**config.mk**
```make
export PLATFORM = sky130hd
export DESIGN_NAME = ita_div_scheduler
export DESIGN_NICKNAME = d
export VERILOG_FILES = /design/src/rtl/ita_package.sv /design/src/rtl/ita_div_scheduler.sv
export SDC_FILE = /design/constraint.sdc
export NUM_CORES = 1
export LEC_CHECK = 0
export ABC_CLOCK_PERIOD_IN_PS = 6900
export CORE_MARGIN = 4
export CORE_UTILIZATION = 36
export CTS_BUF_LIST = sky130_fd_sc_hd__clkbuf_4 sky130_fd_sc_hd__clkbuf_8
export CTS_CLUSTER_SIZE = 16
export DETAILED_ROUTE_END_ITERATION = 10
export GPL_ROUTABILITY_DRIVEN = 1
export PLACE_DENSITY = 0.95
export SLEW_MARGIN = 20
export SYNTH_ARGS = -nofsm -noshare
export SYNTH_HDL_FRONTEND = slang
export SYNTH_SLANG_ARGS = --single-unit
export TNS_END_PERCENT = 10
```
**constraint.sdc**
```tcl
create_clock -name clk_i -period 6.9 [get_ports clk_i]
set_input_delay 0.69 -clock clk_i [delete_from_list [all_inputs] [get_ports clk_i]]
set_output_delay 0.69 -clock clk_i [all_outputs]
set_load 0.03 [all_outputs]
```
**src/rtl/ita_package.sv**
```systemverilog
// Shared ITA parameters and the divider-scheduler slot/tag/count types.
package ita_package;

  localparam int unsigned NumDiv          = 4;
  localparam int unsigned DividerWidth    = 24;
  localparam int unsigned InputAddrWidth  = 5;

  localparam int unsigned DivSlotIdxWidth = (NumDiv > 1) ? $clog2(NumDiv) : 1;
  localparam int unsigned DivCntWidth     = $clog2(NumDiv + 1);

  typedef logic [InputAddrWidth-1:0]  div_tag_t;
  typedef logic [DivSlotIdxWidth-1:0] div_slot_idx_t;
  typedef logic [DivCntWidth-1:0]     div_cnt_t;

endpackage

```
**src/rtl/ita_div_scheduler.sv**
```systemverilog
// Round-robin dispatch of softmax division requests onto NumDiv serial dividers,
// with in-order tagged responses. Optional feature macro: ITA_DIV_SCHED_ZERO_GUARD_EN.
module ita_div_scheduler #(
  parameter int unsigned NumDiv       = ita_package::NumDiv,
  parameter int unsigned DividerWidth = ita_package::DividerWidth,
  parameter int unsigned TagWidth     = ita_package::InputAddrWidth,
  localparam int unsigned IdxWidth    = (NumDiv > 1) ? $clog2(NumDiv) : 1,
  localparam int unsigned CntWidth    = $clog2(NumDiv + 1)
) (
  input  logic                                 clk_i,
  input  logic                                 rst_i,
  input  logic                                 flush_i,
  input  logic                                 req_valid_i,
  output logic                                 req_ready_o,
  input  logic [DividerWidth-1:0]              req_divisor_i,
  input  logic [TagWidth-1:0]                  req_tag_i,
  output logic [NumDiv-1:0]                    div_valid_o,
  input  logic [NumDiv-1:0]                    div_ready_i,
  output logic [DividerWidth-1:0]              div_op_b_o,
  output logic                                 div_flush_o,
  input  logic [NumDiv-1:0]                    div_valid_i,
  output logic [NumDiv-1:0]                    div_ready_o,
  input  logic [NumDiv-1:0][DividerWidth-1:0]  div_res_i,
  output logic                                 rsp_valid_o,
  input  logic                                 rsp_ready_i,
  output logic [DividerWidth-1:0]              rsp_res_o,
  output logic [TagWidth-1:0]                  rsp_tag_o,
  output logic [CntWidth-1:0]                  outstanding_o,
  output logic                                 idle_o
);

  logic [NumDiv-1:0]   occ_q, occ_d;
  logic [TagWidth-1:0] tag_q [NumDiv];
  logic [IdxWidth-1:0] disp_q, disp_d, ret_q, ret_d;
  logic [CntWidth-1:0] cnt_q, cnt_d;
  logic                active, accept, retire;
`ifdef ITA_DIV_SCHED_ZERO_GUARD_EN
  logic [NumDiv-1:0]   zero_q;
  logic                zero_req;
`endif

  function automatic logic [IdxWidth-1:0] next_idx(input logic [IdxWidth-1:0] idx);
    return (idx == IdxWidth'(NumDiv - 1)) ? '0 : idx + IdxWidth'(1);
  endfunction

  // Dispatch, retire and slot bookkeeping; all handshakes are pass-through.
  always_comb begin
    occ_d       = occ_q;
    disp_d      = disp_q;
    ret_d       = ret_q;
    cnt_d       = cnt_q;
    div_valid_o = '0;
    div_ready_o = '0;
    active      = !rst_i && !flush_i;
    div_flush_o = flush_i;
    div_op_b_o  = req_divisor_i;
`ifdef ITA_DIV_SCHED_ZERO_GUARD_EN
    zero_req    = (req_divisor_i == '0);
    if (zero_req) div_op_b_o = DividerWidth'(1);
`endif

    req_ready_o         = active && !occ_q[disp_q] && div_ready_i[disp_q];
    div_valid_o[disp_q] = active && req_valid_i && !occ_q[disp_q];

    rsp_valid_o         = active && occ_q[ret_q] && div_valid_i[ret_q];
    div_ready_o[ret_q]  = active && occ_q[ret_q] && rsp_ready_i;
    rsp_res_o           = div_res_i[ret_q];
`ifdef ITA_DIV_SCHED_ZERO_GUARD_EN
    if (zero_q[ret_q]) rsp_res_o = '1;
`endif
    rsp_tag_o           = tag_q[ret_q];

    accept = req_valid_i && req_ready_o;
    retire = rsp_valid_o && rsp_ready_i;

    if (accept) begin
      occ_d[disp_q] = 1'b1;
      disp_d        = next_idx(disp_q);
    end
    if (retire) begin
      occ_d[ret_q] = 1'b0;
      ret_d        = next_idx(ret_q);
    end

    unique case ({accept, retire})
      2'b10:   cnt_d = cnt_q + CntWidth'(1);
      2'b01:   cnt_d = cnt_q - CntWidth'(1);
      default: cnt_d = cnt_q;
    endcase

    outstanding_o = cnt_q;
    idle_o        = (cnt_q == '0);
  end

  // Flush shares the reset path for occupancy, pointers and count.
  always_ff @(posedge clk_i) begin
    if (rst_i || flush_i) begin
      occ_q  <= '0;
      disp_q <= '0;
      ret_q  <= '0;
      cnt_q  <= '0;
    end else begin
      occ_q  <= occ_d;
      disp_q <= disp_d;
      ret_q  <= ret_d;
      cnt_q  <= cnt_d;
    end
  end

  // Per-slot payload captured on accept; only reset clears it.
  always_ff @(posedge clk_i) begin
    if (rst_i) begin
      for (int i = 0; i < NumDiv; i++) tag_q[i] <= '0;
`ifdef ITA_DIV_SCHED_ZERO_GUARD_EN
      zero_q <= '0;
`endif
    end else if (accept) begin
      tag_q[disp_q] <= req_tag_i;
`ifdef ITA_DIV_SCHED_ZERO_GUARD_EN
      zero_q[disp_q] <= zero_req;
`endif
    end
  end

endmodule

```
---- After elaboration in Yosys (flattened, before gate mapping) ----
Memory sizes are Yosys's and may differ from the RTL's. A register that Yosys moved wholly into a read port is not among the register bits.
Cells that the tools add are included.
word-level totals
  output and inout port bits .............. 68
  memory bits (writable) .................. 20
  logic and storage cells ................. 70
  bits of input ports ..................... 138
  memories ................................ 1
  register bits ........................... 11
memories
  name   depth  width  read ports  clocked after Yosys merged registers in  write ports  RTL line                 source
  tag_q  4      5      1           1                                        4            ita_div_scheduler.sv:33  logic [TagWidth-1:0] tag_q [NumDiv];
cells by class
  reduce and logical (&&, ||, !) cells .... 19
  bitwise gates (word level) .............. 5
  $lt $le $gt $ge ......................... 4
  equal/unequal tests ..................... 4
  mux-type cells .......................... 29
  $add $sub $neg .......................... 4
operator list
  kind                                                                number
  binary-select mux 24 bit (select 2 bit)                             1
  2-to-1 mux 24 bit                                                   1
  bitwise AND 4 bit                                                   3
  logical AND 1 bit                                                   12
  2-to-1 mux 1 bit                                                    12
  2-to-1 mux 2 bit                                                    5
  binary-select mux 1 bit (select 2 bit)                              4
  2-to-1 mux 4 bit                                                    2
  equality test 2 bit (second input constant)                         3
  less-than comparator 2 x 3 -> 1 bit (second input constant)         2
  one-hot mux 3 bit (2 select lines)                                  1
  2-to-1 mux 5 bit                                                    1
  OR reduction 5 bit                                                  1
  adder 2 x 1 -> 2 bit (second input constant)                        2
  demux 1 bit (select 2 bit)                                          2
  greater-or-equal comparator 2 x 1 -> 1 bit (second input constant)  2
  NOT 4 bit                                                           1
  bitwise OR 4 bit                                                    1
  adder 3 x 1 -> 3 bit (second input constant)                        1
  zero test 1 bit                                                     3
  zero test 3 bit                                                     1
  subtractor 3 x 1 -> 3 bit (second input constant)                   1
  equality test 2 x 1 -> 1 bit (second input constant)                1
  nonzero test 2 bit                                                  1
  logical OR 1 bit                                                    1

---- Longest topological paths before layout ----
  depth in word-level cells ............... 11
  mapped depth ............................ 11
  depth with buffers taken out ............ 10

---- Worst setup path before layout ----
Ideal clock, no wire load.
  kind .................................... input port to flip-flop
  from .................................... input div_ready_i[1]
  to ...................................... register cnt_q[2], in the netlist outstanding_o[2]
  setup time .............................. 0.071 ns
  data required time ...................... 6.829 ns
  buffers on the path ..................... 0
  arrival ................................. 2.569 ns
  path slack .............................. 4.261 ns
  stages on the path ...................... 10
  cells stage by stage .................... mux4_1 inv_1 nor2_1 inv_1 ha_1 inv_1 fa_1 xor2_1 or3_1 a21oi_1
between the ends
  cells in the longest elaborated chain, start to end .. 6
  elaborated cells on any way between the ends .. 8
  those cells by class .................... eq/ne (2); mux (3); reduce/logical (3)
RTL lines
  what                                                                             RTL line                  source
  start, declared                                                                  ita_div_scheduler.sv:18   input logic [NumDiv-1:0] div_ready_i,
  binary-select mux 1 bit (select 2 bit) *                                         ita_div_scheduler.sv:62   req_ready_o = active && !occ_q[disp_q] && div_ready_i[disp_q];
  2-to-1 mux 1 bit (not written as such) *                                         ita_div_scheduler.sv:62
  logical AND 1 bit *                                                              ita_div_scheduler.sv:62
  logical AND 1 bit *                                                              ita_div_scheduler.sv:73   accept = req_valid_i && req_ready_o;
  equality test 2 x 1 -> 1 bit / equality test 2 bit (equally long branches)       ita_div_scheduler.sv:85   unique case ({accept, retire})
  one-hot mux 3 bit (2 select lines) / nonzero test 2 bit (equally long branches)  n/a
  end signal, assigned                                                             ita_div_scheduler.sv:106  cnt_q <= cnt_d;
  end, declared                                                                    ita_div_scheduler.sv:35   logic [CntWidth-1:0] cnt_q, cnt_d;
Mark *: on every way between the ends. The rest lies on a longest branch, timed or not. The select of a mux whose other input is x is not followed.
A chain may end at the register's enable or synchronous reset.

---- Worst setup path in the final report ----
  from .................................... input rst_i
  to ...................................... output div_valid_o[1]
between the ends
  cells in the longest elaborated chain, start to end .. 5
RTL lines
  what                            RTL line                 source
  start, declared                 ita_div_scheduler.sv:11  input logic rst_i,
  zero test 1 bit                 ita_div_scheduler.sv:54  active = !rst_i && !flush_i;
  logical AND 1 bit               ita_div_scheduler.sv:54
  logical AND 1 bit (2 in a row)  ita_div_scheduler.sv:63  div_valid_o[disp_q] = active && req_valid_i && !occ_q[disp_q];
  bitwise AND 4 bit (no line)     n/a
  end, declared                   ita_div_scheduler.sv:17  output logic [NumDiv-1:0] div_valid_o,
Every way passes these cells.

==> results.py <==
metrics = {
    "run_status": {
        "status": "finished clean",
    },
    "global_routing": {
        "grt_antenna_before_repair": 0,
        "grt_first_pass_wirelength_um": 12970,
        "gr-total-overflow": 0,
        "grt_max_degree": 32,
        "track_usage_pct": 20.29,
        "grt_pass1_vias": 2427,
    },
    "synth": {
        "synth_area_per_cell_um2": 12.59,
        "synth_ff_type": "edfxtp_1",
        "syn-num-nets": 345,
        "synth_cells": 197,
        "ys_ff_latch": 33,
        "synthArstFlopShare_pct": 0,
        "ys_seq_area_share_pct": 34.71,
        "synth_cell_type_count": 30,
        "yosys_warnings": 0,
        "synth_area_um2": 2480,
        "synth_edf_count": 20,
    },
    "routing": {
        "ant_nets": 0,
        "met1Wirelength_um": 2875,
        "route.met2.wl_um": 4859,
        "dr_total_vias": 2164,
        "drt-initial-drc-count": 116,
        "post_drt_wl_per_cell_um": 21.58,
        "drc_errors": 0,
        "routed_via_density": 5.356,
        "routed_wirelength_um": 8718,
        "dr.pass1.iters": 4,
        "wl_met3_um": 844,
        "maxUsedRoutingLayer": "met4",
    },
    "timing": {
        "holdWs_ns": 0.5729,
        "finClkSkew_ns": 0.006639,
        "period_minus_slack_ns": 3.686,
        "max_slew_margin_pct": 35.88,
        "setup_viol": 0,
        "hold_viol": 0,
        "max_clock_freq_mhz": 271.3,
        "worstMarginPinSlew_ns": 0.9618,
        "drv_slew": 0,
        "rsz0062_at_grt": "false",
        "finalSetupTns_ns": 0,
        "period_share_pct": 53.42,
    },
    "critical_path": {
        "worstPathRequired_ns": 6.21,
        "cp-start-kind": "input pin",
        "reg2reg_depth": 8,
        "critPathMostFrequentCell": "clkdlybuf4s50_1",
        "crit_chain": "clkdlybuf4s50_1 > or2_0 > nor3_1 > buf_4 > and2_1 > clkdlybuf4s50_1",
        "critPathKind": "input pin to output pin",
        "crit_start": "rst_i",
        "crit_slowest_cell": "clkdlybuf4s50_1",
        "critPathMaxStageDelay_ns": 0.67,
        "crit_path_end_kind": "output pin",
        "arrival_ns": 3.00,
        "worstPathMaxFanout": 14,
        "r2r-start": "ret_q[0]$_SDFFE_PP0N_",
    },
    "cts": {
        "htreeDepth": 2,
        "cts_setup_buffers": 0,
        "cts-buffers-inserted": 5,
        "clk_latency_ns": 0.29,
        "clkSinkCount": 33,
        "clockRootBuffer": "clkbuf_8",
        "cts_buffer_depth": 2,
        "cts_tree": "done",
        "clk_pin_slew_ns": 0.07,
        "cts_resized": 0,
        "cts_hold_buf": 0,
    },
    "die": {
        "die_h_um": 91.00,
        "initial_core_util_pct": 37.97,
        "die_w_um": 91.00,
        "io_pins": 206,
        "core_um2": 6531,
        "rows": 29,
        "dieArea_um2": 8280,
    },
    "finish": {
        "syn_to_final_growth_pct": 61.30,
        "drive_above_1_share_pct": 14.07,
        "most-common-layout-cells": "157 x clkdlybuf4s50_1, 32 x mux4_2, 23 x and2_1, 20 x edfxtp_1, 12 x dfxtp_1",
        "final_common_cell": "clkdlybuf4s50_1",
        "antennaDiodeCount": 0,
        "final_area_um2": 4000,
        "fin_nets": 474,
    },
    "power_and_ir_drop": {
        "p_per_area_nw_per_um2": 121.9,
        "ir_drop_mv": 0.06117,
        "p_leak_nw": 1.391,
    },
    "placed_design": {
        "port_buffers": 157,
        "place_hpwl_um": 7584,
        "gp_congestion": 0.8783,
        "dpl_cell_area_um2": 3919,
    },
    "run": {
        "timing.max_cap.violations": 0,
    },
    "hold_path": {
        "hold_depth": 2,
        "hold_start": "outstanding_o[2]$_SDFFE_PP0P_",
        "hold_path_class": "register to register",
    },
}
-- final cells by class --
cell class                      instances  area [µm²]
Timing Repair Buffer                  159        1587
Clock inverter                          3       12.51
Tap cell                               77       96.34
Fill cell                             525        2531
Clock buffer                            5       68.82
Inverter                               10       37.54
Sequential cell                        33       862.1
Multi-Input combinational cell        117        1336
-- stage by stage --
step,setup WS (ns),utilization (%),cells,power (mW)
floorplan,4.261,-,197,0.2910
global placement,3.362,60.00,396,0.3532
detailed placement,3.270,60.00,396,0.3561
CTS,3.228,61.25,404,0.4902
global route,3.054,61.25,404,0.5027
finish,3.214,61.25,404,0.4875
-- cells in the mapped netlist, drive strengths merged (3+ instances only) --
| library cell | number | area, µm² |
|---|---|---|
| a31oi | 4 | 25.02 |
| dfxtp | 13 | 260.3 |
| or2 | 4 | 25.03 |
| o21ai | 3 | 15.01 |
| mux4 | 33 | 747.0 |
| and3 | 7 | 43.79 |
| ha | 9 | 112.6 |
| clkbuf | 7 | 26.28 |
| a211oi | 4 | 30.03 |
| nor4 | 3 | 18.77 |
| nor3 | 3 | 15.01 |
| nor2 | 8 | 30.03 |
| a21oi | 4 | 20.02 |
| buf | 30 | 219.0 |
| and2 | 23 | 143.9 |
| inv | 10 | 37.54 |
| edfxtp | 20 | 600.6 |
-- critical path: cells and delay by family --
family,cells,cell delay (ns)
and+or+nand+nor,3,0.93
buffers and inverters,3,1.37
-- final timing paths --
kind | to | slack (ns)
hold / removal | outstanding_o[2]$_SDFFE_PP0P_ | 0.57
hold reg to reg | outstanding_o[2]$_SDFFE_PP0P_ | 0.57
setup reg to reg | outstanding_o[2]$_SDFFE_PP0P_ | 3.77
setup / recovery | div_valid_o[1] | 3.21
-- per-layer routing --
| layer | GRT usage [%] | vias to the layer above |
|---|---|---|
| li1 | - | 982 |
| met1 | 20.45 | 1036 |
| met2 | 39.67 | 136 |
| met3 | 7.190 | 10 |
| met4 | 4.397 | 0 |
| met5 | 0 | - |
-- report_power, final --
part | internal, mW | switching, mW
Clock | 0.0678 | 0.0686
Sequential | 0.214 | 0.00198
Combinational | 0.0870 | 0.0482
-- state kept, by name, summed over array words and instances (netlist names), named ones only --
signal / count
disp_q: 2
occ_q: 4
outstanding_o: 3
ret_q: 2
tag_q: 20
-- kinds of logic (layout without fill, tap and decap cells) --
group | count (synthesis) | in the layout | synth area share, %
xor gates and xnor gates | 2 | 2 | 0.7065
AOI/OAI and AO/OA | 16 | 16 | 3.986
and+or+nand+nor | 54 | 54 | 12.92
adders and majority gates | 10 | 10 | 5.348
buffers and inverters | 47 | 177 | 11.40
DFF | 33 | 33 | 34.71
muxes | 35 | 35 | 30.93
No activity file was read; power rests on OpenSTA's default activity.
